### src/rtl/cpu_phase_sequencer.sv
// -----------------------------------------------------------------------------
// cpu_phase_sequencer
//
// Multi-cycle control sequencer for the LEGv8 datapath. From a single clock it
// produces one-hot phase enables for fetch, decode, register read, execute,
// data memory and register write-back. Phases the current opcode does not need
// are skipped, and the MEM phase handshakes with data memory.
//
// Optional feature macro: SEQ_PERF_CNT_EN
//   defined   -> instr_count counts retired instructions (wraps, cleared by rst)
//   undefined -> instr_count is tied to zero
//
// Parameters:
//   MEM_TIMEOUT  max MEM cycles waiting for mem_ready before the access aborts
//   OPCODE_W     width of the opcode field instr[31:21]
//
// Ports:
//   clk          system clock, rising edge
//   rst          asynchronous active-high reset
//   start        level; leaves IDLE and begins fetching
//   halt         level; sampled on the retire cycle, stops after that instr
//   opcode       instr[31:21], valid during DECODE
//   mem_ready    data memory access complete (only looked at in MEM)
//   fetch_en     FETCH phase enable
//   decode_en    DECODE phase enable
//   read_en      register file read strobe (READ)
//   exec_en      ALU / branch evaluation (EXEC)
//   mem_en       data memory request, held until mem_ready (MEM)
//   write_en     register file write strobe (WB)
//   pc_en        PC update pulse, marks instruction retire
//   busy         high in every state except IDLE
//   illegal_op   sticky, unrecognised opcode seen in DECODE
//   mem_timeout  sticky, MEM waited MEM_TIMEOUT cycles without mem_ready
//   instr_count  retired-instruction count
// -----------------------------------------------------------------------------
module cpu_phase_sequencer #(
   parameter int unsigned MEM_TIMEOUT = 8,
   parameter int unsigned OPCODE_W    = 11
) (
   input  logic                clk,
   input  logic                rst,
   input  logic                start,
   input  logic                halt,
   input  logic [OPCODE_W-1:0] opcode,
   input  logic                mem_ready,
   output logic                fetch_en,
   output logic                decode_en,
   output logic                read_en,
   output logic                exec_en,
   output logic                mem_en,
   output logic                write_en,
   output logic                pc_en,
   output logic                busy,
   output logic                illegal_op,
   output logic                mem_timeout,
   output logic [31:0]         instr_count
);

   localparam int unsigned TW = $clog2(MEM_TIMEOUT + 1);

   typedef enum logic [2:0] {
      S_IDLE,
      S_FETCH,
      S_DECODE,
      S_READ,
      S_EXEC,
      S_MEM,
      S_WB
   } state_t;

   typedef enum logic [2:0] {
      C_NONE,
      C_LOAD,
      C_STORE,
      C_CBZ,
      C_B,
      C_RTYPE,
      C_ILLEGAL
   } op_class_t;

   state_t    state, state_nx;
   op_class_t op_class, dec_class;
   logic [TW-1:0] tmo_cnt;
   logic      retire;
   logic      set_illegal;
   logic      set_timeout;

   function automatic op_class_t classify(input logic [OPCODE_W-1:0] op);
      op_class_t c;
      c = C_ILLEGAL;
      if (op == OPCODE_W'(11'h7C2))
         c = C_LOAD;
      else if (op == OPCODE_W'(11'h7C0))
         c = C_STORE;
      else if (op >= OPCODE_W'(11'h5A0) && op <= OPCODE_W'(11'h5A7))
         c = C_CBZ;
      else if (op >= OPCODE_W'(11'h0A0) && op <= OPCODE_W'(11'h0BF))
         c = C_B;
      else if (op == OPCODE_W'(11'h458) || op == OPCODE_W'(11'h658) ||
               op == OPCODE_W'(11'h450) || op == OPCODE_W'(11'h550))
         c = C_RTYPE;
      return c;
   endfunction

   assign dec_class = classify(opcode);

   // State register
   always_ff @(posedge clk or posedge rst) begin
      if (rst)
         state <= S_IDLE;
      else
         state <= state_nx;
   end

   // Next-state and phase outputs
   always_comb begin
      state_nx    = state;
      fetch_en    = 1'b0;
      decode_en   = 1'b0;
      read_en     = 1'b0;
      exec_en     = 1'b0;
      mem_en      = 1'b0;
      write_en    = 1'b0;
      retire      = 1'b0;
      set_illegal = 1'b0;
      set_timeout = 1'b0;
      case (state)
         S_IDLE: begin
            if (start)
               state_nx = S_FETCH;
         end
         S_FETCH: begin
            fetch_en = 1'b1;
            state_nx = S_DECODE;
         end
         S_DECODE: begin
            decode_en = 1'b1;
            if (dec_class == C_ILLEGAL) begin
               set_illegal = 1'b1;
               state_nx    = S_IDLE;
            end else begin
               state_nx = S_READ;
            end
         end
         S_READ: begin
            read_en  = 1'b1;
            state_nx = S_EXEC;
         end
         S_EXEC: begin
            exec_en = 1'b1;
            case (op_class)
               C_LOAD, C_STORE: state_nx = S_MEM;
               C_RTYPE:         state_nx = S_WB;
               C_B, C_CBZ:      retire   = 1'b1;
               default:         state_nx = S_IDLE;
            endcase
         end
         S_MEM: begin
            mem_en = 1'b1;
            if (mem_ready) begin
               if (op_class == C_LOAD)
                  state_nx = S_WB;
               else
                  retire = 1'b1;
            end else if (tmo_cnt == TW'(MEM_TIMEOUT - 1)) begin
               // this is the MEM_TIMEOUT-th MEM cycle without a response
               set_timeout = 1'b1;
               state_nx    = S_IDLE;
            end
         end
         S_WB: begin
            write_en = 1'b1;
            retire   = 1'b1;
         end
         default: state_nx = S_IDLE;
      endcase
      // halt has priority over everything on the retire cycle
      if (retire)
         state_nx = halt ? S_IDLE : S_FETCH;
   end

   assign pc_en = retire;
   assign busy  = (state != S_IDLE);

   // Opcode class captured on the DECODE cycle, used by EXEC and MEM
   always_ff @(posedge clk or posedge rst) begin
      if (rst)
         op_class <= C_NONE;
      else if (state == S_DECODE)
         op_class <= dec_class;
   end

   // MEM wait counter, zero whenever the next cycle is not another MEM cycle
   always_ff @(posedge clk or posedge rst) begin
      if (rst)
         tmo_cnt <= '0;
      else if (state == S_MEM && state_nx == S_MEM)
         tmo_cnt <= tmo_cnt + TW'(1);
      else
         tmo_cnt <= '0;
   end

   // Sticky error flags, cleared when a new run starts from IDLE
   always_ff @(posedge clk or posedge rst) begin
      if (rst) begin
         illegal_op  <= 1'b0;
         mem_timeout <= 1'b0;
      end else if (state == S_IDLE && start) begin
         illegal_op  <= 1'b0;
         mem_timeout <= 1'b0;
      end else begin
         if (set_illegal)
            illegal_op <= 1'b1;
         if (set_timeout)
            mem_timeout <= 1'b1;
      end
   end

`ifdef SEQ_PERF_CNT_EN
   logic [31:0] count_q;

   always_ff @(posedge clk or posedge rst) begin
      if (rst)
         count_q <= '0;
      else if (retire)
         count_q <= count_q + 32'd1;
   end

   assign instr_count = count_q;
`else
   assign instr_count = '0;
`endif

endmodule

### config.mk
export PLATFORM = sky130hd
export DESIGN_NAME = cpu_phase_sequencer
export DESIGN_NICKNAME = d
export VERILOG_FILES = /design/src/rtl/cpu_phase_sequencer.sv
export SDC_FILE = /design/constraint.sdc
export NUM_CORES = 1
export LEC_CHECK = 0
export CAP_MARGIN = 20
export CORE_UTILIZATION = 43
export CTS_BUF_LIST = sky130_fd_sc_hd__clkbuf_4 sky130_fd_sc_hd__clkbuf_8 sky130_fd_sc_hd__clkbuf_16
export CTS_CLUSTER_DIAMETER = 30
export DETAILED_ROUTE_END_ITERATION = 6
export GPL_ROUTABILITY_DRIVEN = 0
export PLACE_DENSITY = 0.85
export SLEW_MARGIN = 15
export SYNTH_ARGS = -nofsm -noshare
export SYNTH_HDL_FRONTEND = slang
export SYNTH_SLANG_ARGS = --single-unit
### constraint.sdc
create_clock -name clk -period 3.1 [get_ports clk]
set_input_delay 0.31 -clock clk [delete_from_list [all_inputs] [get_ports clk]]
set_output_delay 0.31 -clock clk [all_outputs]
set_load 0.05 [all_outputs]
; ---- Yosys cells after proc, flatten, opt, wreduce, memory -nomap -nowiden
; Index checks and enable logic that the tools add are counted.
[word_totals]
register_bits = 12
output_inout_bits = 42
word_cells = 77
[classes]
mux = 34
eq_ne = 20
addsub = 1
reduce_logical = 13
n_lt_le_gt_ge = 4
[op_table]
columns = operator, n
row1 = == test 11 bit (second input constant), 6
row2 = 2-to-1 mux 3 bit, 8
row3 = == test 3 bit (second input constant), 7
row4 = case mux 3 bit (7 select lines), 1
row5 = 2-to-1 mux 1 bit, 19
row6 = == test 3 x 2 -> 1 bit (second input constant), 4
row7 = >= comparator 11 bit (second input constant), 1
row8 = >= comparator 11 x 8 -> 1 bit (second input constant), 1
row9 = <= comparator 11 bit (second input constant), 1
row10 = <= comparator 11 x 8 -> 1 bit (second input constant), 1
row11 = case mux 3 bit (3 select lines), 1
row12 = == test 3 x 1 -> 1 bit (second input constant), 2
row13 = 2-to-1 mux 2 bit, 3
row14 = adder 4 x 1 -> 4 bit (second input constant), 1
row15 = == test 4 x 3 -> 1 bit (second input constant), 1
row16 = logical AND 1 bit, 4
row17 = 2-to-1 mux 4 bit, 1
row18 = nonzero test 2 bit, 2
row19 = OR reduction 2 bit, 2
row20 = logical NOT 3 bit, 1
row21 = logical OR 1 bit, 3
row22 = case mux 1 bit (3 select lines), 1
row23 = nonzero test 3 bit, 1

; ---- Logic depth before layout (Yosys ltp)
; Gate-level depths: netlist (run 1).
[logic_depth]
ltp_word = 16
mapped_depth = 7
depth_no_buf = 6

; ---- Worst setup path before layout (run 1)
; OpenSTA, ideal clock, no wires.
[synth_timing]
path_kind = register to output
start = register state[0]
end = output fetch_en
path_buffers = 0
stages_incl_launch_ff = 3
setup_slack_ns = 1.089
arrival_ns = 1.701
path_cell_list = dfrtp_1 -> inv_1 -> nor3_1
[synth_via]
elab_chain_len = 2
[synth_lines]
columns = item, line_no
row1 = "start, declared", 81  ; state_t state, state_nx;
row2 = "start signal, assigned", 112  ; state <= state_nx;
row3 = == test 3 x 1 -> 1 bit, 127  ; case (state)
row4 = 2-to-1 mux 1 bit, 127
row5 = "end, declared", 46  ; output logic fetch_en,
; Every way passes these cells.

; ---- Worst setup path in the final report (run 1)
[layout_timing]
start = register state[1]
end = output decode_en
[layout_via]
elab_chain_len = 2
[layout_lines]
columns = item, line_no
row1 = == test 3 x 2 -> 1 bit, 127
row2 = 2-to-1 mux 1 bit, 127
row3 = "end, declared", 47  ; output logic decode_en,
; Every way passes these cells.

==> results of run 1 <==
[layer usage]
metal	global-route usage (%)	routed length [um]	share of wire, %	up-vias
met5	0	0	0	-
met4	9.21	57	2.5	0
met3	3.16	174	7.8	8
met2	32.9	1170	52	50
met1	16.8	838	37	434
li1	-	-	-	448
[synth_stat cells (2+ instances only)]
cell,n
a21oi_1,4
dfrtp_1,12
o41ai_1,2
inv_1,6
nand4b_1,2
or3_2,2
o21ai_0,5
nand2_1,8
nor2_1,4
a31oi_1,2
nor3_1,5
nor3b_1,3
or2b_2,2
o31ai_1,3
and3_1,3
buf_4,32
nor2b_1,3
clkbuf_1,2
xnor2_1,2
a21o_1,2
nand3_1,4
[state kept, by name, indices dropped and copies added (netlist names)]
register,count
illegal_op,1
state,3
mem_timeout,1
op_class,3
tmo_cnt,4
[logic make-up (layout without fill, tap and decap cells)]
group,after synthesis,count (layout),synth area share (%)
adders and majority gates,1,1,1.12
muxes,1,1,0.897
other,1,32,0.336
xor gates and xnor gates,3,3,2.35
buffers and inverters,42,35,25.7
and+or+nand+nor,47,47,25.9
AOI/OAI and AO/OA,25,25,16.8
DFF,12,12,26.9
[metrics by stage]
| step | setup WS, ps | hold WS (ps) |
|---|---|---|
| after floorplan | 1090 | 175 |
| after global placement | 670 | 444 |
| after detailed placement | 578 | 452 |
| after CTS | 288 | 355 |
| after global routing | 198 | 394 |
| final | 288 | 334 |
[layout make-up]
class,instances,share of cell area (%)
inverters,6,1.74
well taps,30,2.90
multi-input cells,109,50.0
flip-flops and latches,12,23.2
repair buffers,25,19.4
clock buffers,4,2.81
[worst reg2reg max path, cell delays in order, from the launching register on]
cell	delay, ps
dfrtp_1	510
inv_1	200
or3_2	550
inv_1	150
o31ai_1	140
o21ai_0	170
[power groups by stage]
stage	sequential [uW]	combinational [uW]	clock (uW)
after floorplan	264	486	0
after global placement	278	564	0
after detailed placement	281	575	0
after CTS	278	578	126
after global routing	293	615	134
final	280	577	123
[path summary, 6_finish.rpt]
| kind | end | cells after the start | startpoint |
|---|---|---|---|
| worst max-delay path | decode_en | 4 | state[1]$_DFF_PP0_ |
| min in group clk | tmo_cnt[0]$_DFF_PP0_ | 1 | tmo_cnt[0]$_DFF_PP0_ |
| max in group asynchronous | state[1]$_DFF_PP0_ | 2 | rst |
| worst max register to register | state[1]$_DFF_PP0_ | 5 | state[1]$_DFF_PP0_ |
| worst min register to register | tmo_cnt[0]$_DFF_PP0_ | 1 | tmo_cnt[0]$_DFF_PP0_ |
| worst min-delay path | tmo_cnt[0]$_DFF_PP0_ | 2 | rst |
==> impl_metrics.py, run 1 <==
metrics = {
    "status": {
        "status": "complete, but fails checks",
        "failed_checks": "design-rule violations",
    },
    "grt": {
        "grt_max_degree": 16,
        "grt.total_usage_pct": 17.1,
        "grt_pass1_wl_mm": 3.51,
        "overflow": 0,
        "grt_antenna_before_repair": 0,
        "first_global_vias": 867,
    },
    "logic_synthesis": {
        "synth.distinct_cells": 45,
        "synthArstFlopShare_pct": 100,
        "synthFlopType": "dfrtp_1",
        "syn_area_sq_mm": 0.00112,
        "syn_avg_cell_area_sq_um": 8.46,
        "ys_ff_latch": 12,
        "synth_top_cell_by_area": "dfrtp_1",
        "yosys-top-cells-area": "dfrtp_1 (27%), buf_4 (22%), nand2_1 (2.7%), a2111oi_4 (2.5%), nor3_1 (2.2%)",
        "ys_seq_area_share_pct": 26.9,
        "synth_warnings": 0,
        "synth.top_cell.area_share_pct": 26.9,
        "synth-edff-count": 0,
        "syn_inst": 132,
    },
    "clocking": {
        "clock_path_buffers": 2,
        "clk_pin_slew_ps": 80,
        "tritoncts": "built",
        "cts_inserted_buffers": 3,
        "holdBufCountCts": 0,
        "cts.sinks": 12,
        "insertion_delay_ps": 270,
        "post_cts_buffers": 0,
        "cts_resized": 0,
        "clockRootBuffer": "clkbuf_4",
        "htree_levels": 1,
    },
    "sta": {
        "finalSetupViolCount": 0,
        "worst_pin_slew_ps": 593,
        "slew_headroom_pct": 60.0,
        "rsz0062_at_grt": "false",
        "hold_violations": 0,
        "finClkSkew_ps": 4.61,
        "min_period_ps": 2810,
        "drv_slew": 0,
        "min_period_over_period_pct": 90.7,
        "fin_setup_tns_ps": 0,
        "max_clock_freq_mhz": 356,
    },
    "finish": {
        "num_antenna_cells": 0,
        "nets": 174,
        "finalNonFillerCells": 186,
        "multi_input_area_sq_um": 646,
        "final_common_cell": "conb_1",
        "final-seq-area_sq_um": 300,
        "nFillCells": 246,
        "layout_common_cells": "conb_1 (32), clkdlybuf4s50_1 (25), dfrtp_1 (12), nand2_1 (8), inv_1 (6)",
        "layout-drive-gt1-share_pct": 8.33,
        "fin_area_sq_mm": 0.00129,
        "final_util_pct": 52.7,
        "area_growth_pct": 15.8,
    },
    "placement": {
        "place_inst": 182,
        "dpl_cell_area_sq_mm": 0.00126,
        "io_buffers": 25,
        "dp_hpwl_mm": 1.76,
    },
    "power_and_ir_drop": {
        "switchingPower_uw": 507,
        "switching_share_pct": 51.7,
        "internal_power_uw": 474,
        "seqPwrFrac_pct": 28.6,
        "power_density_mw_per_mm2": 759,
        "p_clk_share_pct": 12.6,
        "finalPower_uw": 981,
        "p_leak_uw": 0.000587,
        "combPwrFrac_pct": 58.9,
        "ir_worst_vdd_v": 0.000472,
    },
    "hold_path": {
        "hold_class": "primary input to asynchronous set/reset pin",
    },
    "die": {
        "initial_core_util_pct": 45.5,
        "core.rowCount": 18,
        "die_w_um": 52.9,
        "die_h_um": 52.9,
        "boundaryPins": 58,
        "core_region_area_sq_mm": 0.00245,
        "die_area_sq_mm": 0.00280,
    },
    "drt": {
        "vias_per_cell": 5.05,
        "drt_first_pass_iters": 6,
        "routedWlPerCell_um": 12.0,
        "ant_nets": 0,
        "vias": 940,
        "drt_iter0_drc": 23,
        "wirelength_mm": 2.24,
        "drc": 1,
    },
    "critical_path": {
        "cp-end-kind": "output port",
        "critical_path_required_ps": 2790,
        "path_max_fanout": 10,
        "cp_num_buf_inv": 3,
        "max_stage_delay_ps": 820,
        "timing_worst_setup_path_type": "flop to output port",
        "startpoint_type": "flop",
        "crit_chain": "inv_1, or3_2, inv_1, clkdlybuf4s50_1",
        "cp_top_family": "buffers and inverters",
        "slowest_stage": "clkdlybuf4s50_1",
        "path_common_cell": "inv_1",
        "regToRegSetupSlack_ps": 1290,
        "arrival_ps": 2500,
    },
    "run": {
        "drv_cap": 0,
    },
}
(Power assumes the default switching activity.)
==> inputs of run 2 (changes only) <==
--- a/config.mk
+++ b/config.mk
@@ -5,13 +5,15 @@
 export SDC_FILE = /design/constraint.sdc
 export NUM_CORES = 1
 export LEC_CHECK = 0
+export ABC_AREA = 1
 export CAP_MARGIN = 20
-export CORE_UTILIZATION = 43
+export CORE_UTILIZATION = 60
 export CTS_BUF_LIST = sky130_fd_sc_hd__clkbuf_4 sky130_fd_sc_hd__clkbuf_8 sky130_fd_sc_hd__clkbuf_16
 export CTS_CLUSTER_DIAMETER = 30
 export DETAILED_ROUTE_END_ITERATION = 6
+export DONT_BUFFER_PORTS = 1
 export GPL_ROUTABILITY_DRIVEN = 0
-export PLACE_DENSITY = 0.85
+export PLACE_DENSITY = 0.75
 export SLEW_MARGIN = 15
 export SYNTH_ARGS = -nofsm -noshare
 export SYNTH_HDL_FRONTEND = slang
==> run 2 against run 1 <==
- the run now ends clean
- combinational power down 19%
- core utilization up 13 points
- register-to-register slack worse by 290 ps
- largest cell class unchanged
==> impl_metrics.py, run 2 <==
metrics = {
    "finish": {
        "largest_reg_flops": 4,
        "final_util_pct": 65.3,
        "largest_register": "tmo_cnt",
        "nets": 210,
        "layout_common_cells": "nand2_1 (39), conb_1 (32), inv_1 (27), nor2_1 (22), nand3_1 (15)",
        "area_growth_pct": -1.57,
        "nFillCells": 175,
        "finalNonFillerCells": 217,
        "top_regs": "tmo_cnt x4, op_class x3, state x3",
        "final_common_cell": "nand2_1",
        "layout-drive-gt1-share_pct": 7.29,
        "num_antenna_cells": 0,
    },
    "clocking": {
        "insertion_delay_ps": 270,
        "clockRootBuffer": "clkbuf_4",
        "cts.sinks": 12,
        "htree_levels": 1,
        "clock_path_buffers": 2,
        "cts_inserted_buffers": 3,
        "clk_pin_slew_ps": 80,
        "post_cts_buffers": 0,
        "tritoncts": "built",
    },
    "critical_path": {
        "max_stage_delay_ps": 520,
        "reg2regPathDepth": 9,
        "slowest_stage": "dfrtp_1",
        "critical_path_required_ps": 2790,
        "startpoint_type": "flop",
        "timing_worst_setup_path_type": "flop to output port",
        "cp-end-kind": "output port",
        "arrival_ps": 2060,
        "path_max_fanout": 7,
        "crit_chain": "inv_2, nor3_4, inv_1, nor2_1, nor2_1, inv_1",
    },
    "power_and_ir_drop": {
        "internal_power_uw": 372,
        "switchingPower_uw": 488,
        "switching_share_pct": 56.8,
        "power_density_mw_per_mm2": 731,
        "seqPwrFrac_pct": 31.1,
        "p_leak_uw": 0.000706,
        "ir_worst_vdd_v": 0.000508,
        "p_clk_share_pct": 14.3,
        "combPwrFrac_pct": 54.6,
    },
    "grt": {
        "grt_pass1_wl_mm": 3.43,
        "grt_max_degree": 13,
        "grt.total_usage_pct": 22.1,
        "grt_antenna_before_repair": 0,
        "first_global_vias": 883,
        "overflow": 0,
    },
    "die": {
        "core_region_area_sq_mm": 0.00180,
        "boundaryPins": 58,
        "die_w_um": 46.6,
        "initial_core_util_pct": 66.3,
        "core.rowCount": 15,
        "die_area_sq_mm": 0.00217,
        "die_h_um": 46.6,
    },
    "drt": {
        "drt_first_pass_iters": 4,
        "wirelength_mm": 2.11,
        "vias_per_cell": 4.80,
        "routedWlPerCell_um": 9.73,
        "vias": 1042,
        "drt_iter0_drc": 26,
        "ant_nets": 0,
        "drc": 0,
    },
    "logic_synthesis": {
        "yosys-top-cells-area": "dfrtp_1 (25%), buf_4 (20%), nand2_1 (12%), inv_1 (8.5%), nor2_1 (6.9%)",
        "ys_seq_area_share_pct": 25.1,
        "synthArstFlopShare_pct": 100,
        "syn_inst": 186,
        "syn_avg_cell_area_sq_um": 6.42,
        "yosys-top-cells-count": "nand2_1 (39), buf_4 (32), inv_1 (27), nor2_1 (22), nand3_1 (15)",
        "synth.distinct_cells": 26,
        "synth-edff-count": 0,
        "synth.top_cell.area_share_pct": 25.1,
        "synth.most_common_cell": "nand2_1",
        "synthFlopType": "dfrtp_1",
        "ys_ff_latch": 12,
        "syn_area_sq_mm": 0.00119,
        "synth_top_cell_by_area": "dfrtp_1",
        "synth_warnings": 0,
    },
    "sta": {
        "hold_violations": 0,
        "hold_ws_ps": 218,
        "fin_setup_tns_ps": 0,
        "slew_headroom_pct": 41.8,
        "rsz0062_at_grt": "false",
        "finalSetupViolCount": 0,
        "max_clock_freq_mhz": 422,
        "worst_pin_slew_ps": 868,
        "min_period_over_period_pct": 76.4,
        "final.setup.worst_slack_ps": 730,
        "finClkSkew_ps": 1.34,
        "drv_slew": 0,
        "min_period_ps": 2370,
    },
    "run": {
        "drv_cap": 0,
    },
    "placement": {
        "dp_hpwl_mm": 1.82,
        "place_inst": 212,
        "io_buffers": 0,
        "place_ws_ps": 1010,
    },
    "hold_path": {
        "hold_class": "primary input to flop",
        "min_path_cells": 2,
    },
    "status": {
        "status": "completed",
    },
}
[run 2: changes by cell type in the layout (fill, tap and decap cells not counted), moves of 4 or more]
cell / change
nand2_1: +31
clkdlybuf4s50_1: -25
inv_1: +21
nor2_1: +18
nand3_1: +11
nor3_2: +4
[run 2: per-stage QoR]
| step | area [sq um] | total power [uW] |
|---|---|---|
| after CTS | 1180 | 866 |
| after global placement | 1130 | 728 |
| after floorplan | 1310 | 697 |
| final | 1180 | 860 |
| after detailed placement | 1130 | 739 |
| after global routing | 1180 | 925 |
[run 2: power by group through the flow]
| stage | logic [uW] | clock network (uW) | registers (uW) |
|---|---|---|---|
| after CTS | 470 | 128 | 267 |
| after global routing | 513 | 137 | 275 |
| after floorplan | 449 | 0 | 248 |
| after detailed placement | 468 | 0 | 271 |
| after global placement | 461 | 0 | 267 |
| final | 469 | 123 | 268 |
[run 2: kinds of logic (layout without fill, tap and decap cells)]
logic type / after synthesis / count (layout) / synth area share [%]
AOI/OAI and AO/OA: 16 / 16 / 7.43
xor gates and xnor gates: 2 / 2 / 1.47
adders and majority gates: 1 / 1 / 1.05
buffers and inverters: 62 / 37 / 29.6
DFF: 12 / 12 / 25.1
muxes: 1 / 1 / 0.838
other: 1 / 32 / 0.314
and+or+nand+nor: 91 / 91 / 34.1
[run 2: final cells by class]
type | instances | area [sq um] | area share, %
clock buffer | 4 | 36.3 | 3.09
inverter | 29 | 109 | 9.26
multi-input combinational | 143 | 667 | 56.7
sequential | 12 | 300 | 25.5
tap | 25 | 31.3 | 2.66
timing repair buffer | 4 | 32.5 | 2.77
[run 2: repair_timing]
item | 4_1_cts | 5_1_grt
endpoints found under the hold margin | 12 | 0
resized for setup | 0 | 0
hold buffers | 1 | 0
[run 2: worst max-delay path: cells and delay by family, from the launching register on]
kind	cells	cell delay, ps
DFF	1	520
buffers and inverters	3	610
and+or+nand+nor	3	660
[run 2: final timing paths]
check                                           from                 endpoint  slack, ps
worst max register to register    state[2]$_DFF_PP0_       state[0]$_DFF_PP0_       1000
worst max-delay path              state[2]$_DFF_PP0_                    pc_en        730
min in group asynchronous                        rst     tmo_cnt[1]$_DFF_PP0_        480
max in group asynchronous                        rst  op_class[1]$_DFFE_PP0P_       2320
worst min-delay path                            halt       state[0]$_DFF_PP0_        220
worst min register to register  tmo_cnt[0]$_DFF_PP0_     tmo_cnt[0]$_DFF_PP0_        470
[run 2: routing by layer]
layer	global-route usage (%)	vias up	share of wire, %
li1	-	531	-
met1	28.5	450	45
met2	35.0	57	46
met3	6.67	4	8.4
met4	7.43	0	1.0
met5	0	-	0
==> inputs of run 3 (changes only) <==
==> constraint.sdc (replaced) <==
create_clock -name clk -period 2.35 [get_ports clk]
set_input_delay 0.235 -clock clk [delete_from_list [all_inputs] [get_ports clk]]
set_output_delay 0.235 -clock clk [all_outputs]
set_load 0.05 [all_outputs]
==> run 3 against run 2 <==
- worst hold slack worse by 58 ps
- count of clock-buffer cells in the layout unchanged
- via count up 0.58%
==> impl_metrics.py, run 3 (synthesized netlist as in run 2, its figures left out) <==
metrics = {
    "power_and_ir_drop": {
        "switching_share_pct": 55.8,
        "ir_worst_vdd_v": 0.000755,
        "p_clk_share_pct": 13.6,
        "p_leak_uw": 0.000725,
        "internal_power_uw": 516,
        "power_density_mw_per_mm2": 965,
        "seqPwrFrac_pct": 30.4,
        "combPwrFrac_pct": 55.9,
        "switchingPower_uw": 652,
    },
    "drt": {
        "drt_first_pass_iters": 4,
        "drc": 0,
        "wirelength_mm": 2.15,
        "routedWlPerCell_um": 9.75,
        "vias": 1048,
        "drt_iter0_drc": 23,
        "ant_nets": 0,
        "vias_per_cell": 4.76,
    },
    "sta": {
        "max_clock_freq_mhz": 518,
        "rsz0062_at_grt": "false",
        "finClkSkew_ps": 1.55,
        "min_period_ps": 1930,
        "drv_slew": 0,
        "fin_setup_tns_ps": 0,
        "finalSetupViolCount": 0,
        "hold_violations": 0,
        "min_period_over_period_pct": 82.1,
    },
    "finish": {
        "final_util_pct": 67.2,
        "num_antenna_cells": 0,
        "layout_common_cells": "nand2_1 (39), conb_1 (32), inv_1 (27), nor2_1 (22), nand3_1 (15)",
        "final-seq-area_sq_um": 300,
        "largest_register": "tmo_cnt",
        "fin_area_sq_mm": 0.00121,
        "multi_input_area_sq_um": 667,
        "layout-drive-gt1-share_pct": 8.72,
        "top_regs": "tmo_cnt x4, op_class x3, state x3",
        "final_common_cell": "nand2_1",
        "largest_reg_flops": 4,
        "nFillCells": 185,
        "nets": 213,
        "area_growth_pct": 1.36,
        "finalNonFillerCells": 220,
    },
    "grt": {
        "first_global_vias": 876,
        "grt.total_usage_pct": 22.8,
        "grt_max_degree": 13,
        "use_met2_pct": 36.1,
        "grt_antenna_before_repair": 0,
        "met3_usage_pct": 5.49,
        "grt.busiest_layer": "met2",
        "overflow": 0,
        "grt_pass1_wl_mm": 3.57,
        "use_met1_pct": 31.2,
    },
    "die": {
        "initial_core_util_pct": 66.3,
        "die_w_um": 46.6,
        "core.rowCount": 15,
        "die_area_sq_mm": 0.00217,
        "core_region_area_sq_mm": 0.00180,
        "boundaryPins": 58,
        "die_h_um": 46.6,
    },
    "placement": {
        "dp_hpwl_mm": 1.83,
        "io_buffers": 0,
        "dpl_cell_area_sq_mm": 0.00116,
        "place_inst": 215,
    },
    "clocking": {
        "cts.sinks": 12,
        "insertion_delay_ps": 260,
        "clockRootBuffer": "clkbuf_4",
        "cts_resized": 0,
        "post_cts_buffers": 0,
        "clk_pin_slew_ps": 70,
        "tritoncts": "built",
        "clock_path_buffers": 2,
        "htree_levels": 1,
        "holdBufCountCts": 1,
        "cts_inserted_buffers": 3,
    },
    "critical_path": {
        "path_max_fanout": 4,
        "timing_worst_setup_path_type": "flop to output port",
        "critical_path_required_ps": 2120,
        "arrival_ps": 1690,
        "cp-end-kind": "output port",
        "startpoint_type": "flop",
    },
    "hold_path": {
        "hold_class": "primary input to flop",
    },
    "status": {
        "status": "completed",
    },
    "run": {
        "drv_cap": 0,
    },
}
-- run 3: changes by cell type in the layout (fill, tap and decap cells not counted) --
cell    before  now
buf_12       0    1
buf_4        3    5
-- run 3: worst max-delay path, cell delays in order, from the launching register on --
cell	delay (ps)
dfrtp_1	390
inv_1	130
nand2_1	100
o21ai_0	280
nand2_1	100
nand2_1	70
nor2_1	60
inv_1	140
buf_12	160
-- run 3: final cells by class --
cell class / count / area share (%)
Inverter: 29 / 8.99
Sequential cell: 12 / 24.8
Timing Repair Buffer: 7 / 5.58
Multi-Input combinational cell: 143 / 55.1
Clock buffer: 4 / 3.00
Tap cell: 25 / 2.58
-- run 3: per-stage QoR --
step	setup slack (ps)	hold WS [ps]	power (uW)
2_1_floorplan	57.6	99.7	919
3_3_place_gp	689	151	995
3_5_place_dp	660	158	1010
4_1_cts	431	144	1170
5_1_grt	327	192	1250
6_report	421	159	1170
-- run 3: final timing paths --
check	from	depth (start not counted)	endpoint	slack [ps]
max	op_class[1]$_DFFE_PP0P_	8	pc_en	420
min	halt	2	state[0]$_DFF_PP0_	160
max reg2reg	state[1]$_DFF_PP0_	6	tmo_cnt[0]$_DFF_PP0_	640
min reg2reg	tmo_cnt[0]$_DFF_PP0_	1	tmo_cnt[0]$_DFF_PP0_	480
max in group asynchronous	rst	2	state[0]$_DFF_PP0_	1640
min in group asynchronous	rst	2	tmo_cnt[3]$_DFF_PP0_	410
-- run 3: power by group through the flow --
stage,Combinational [uW],Clock [uW],Sequential (uW)
3_3_place_gp,640,0,355
4_1_cts,653,165,355
5_1_grt,710,177,364
2_1_floorplan,592,0,327
3_5_place_dp,650,0,359
6_report,653,159,356
-- run 3: routing by layer --
layer | share of wire [%] | vias to the layer above
li1 | - | 539
met1 | 46 | 461
met2 | 47 | 46
met3 | 6.0 | 2
met4 | 0.42 | 0
met5 | 0 | -
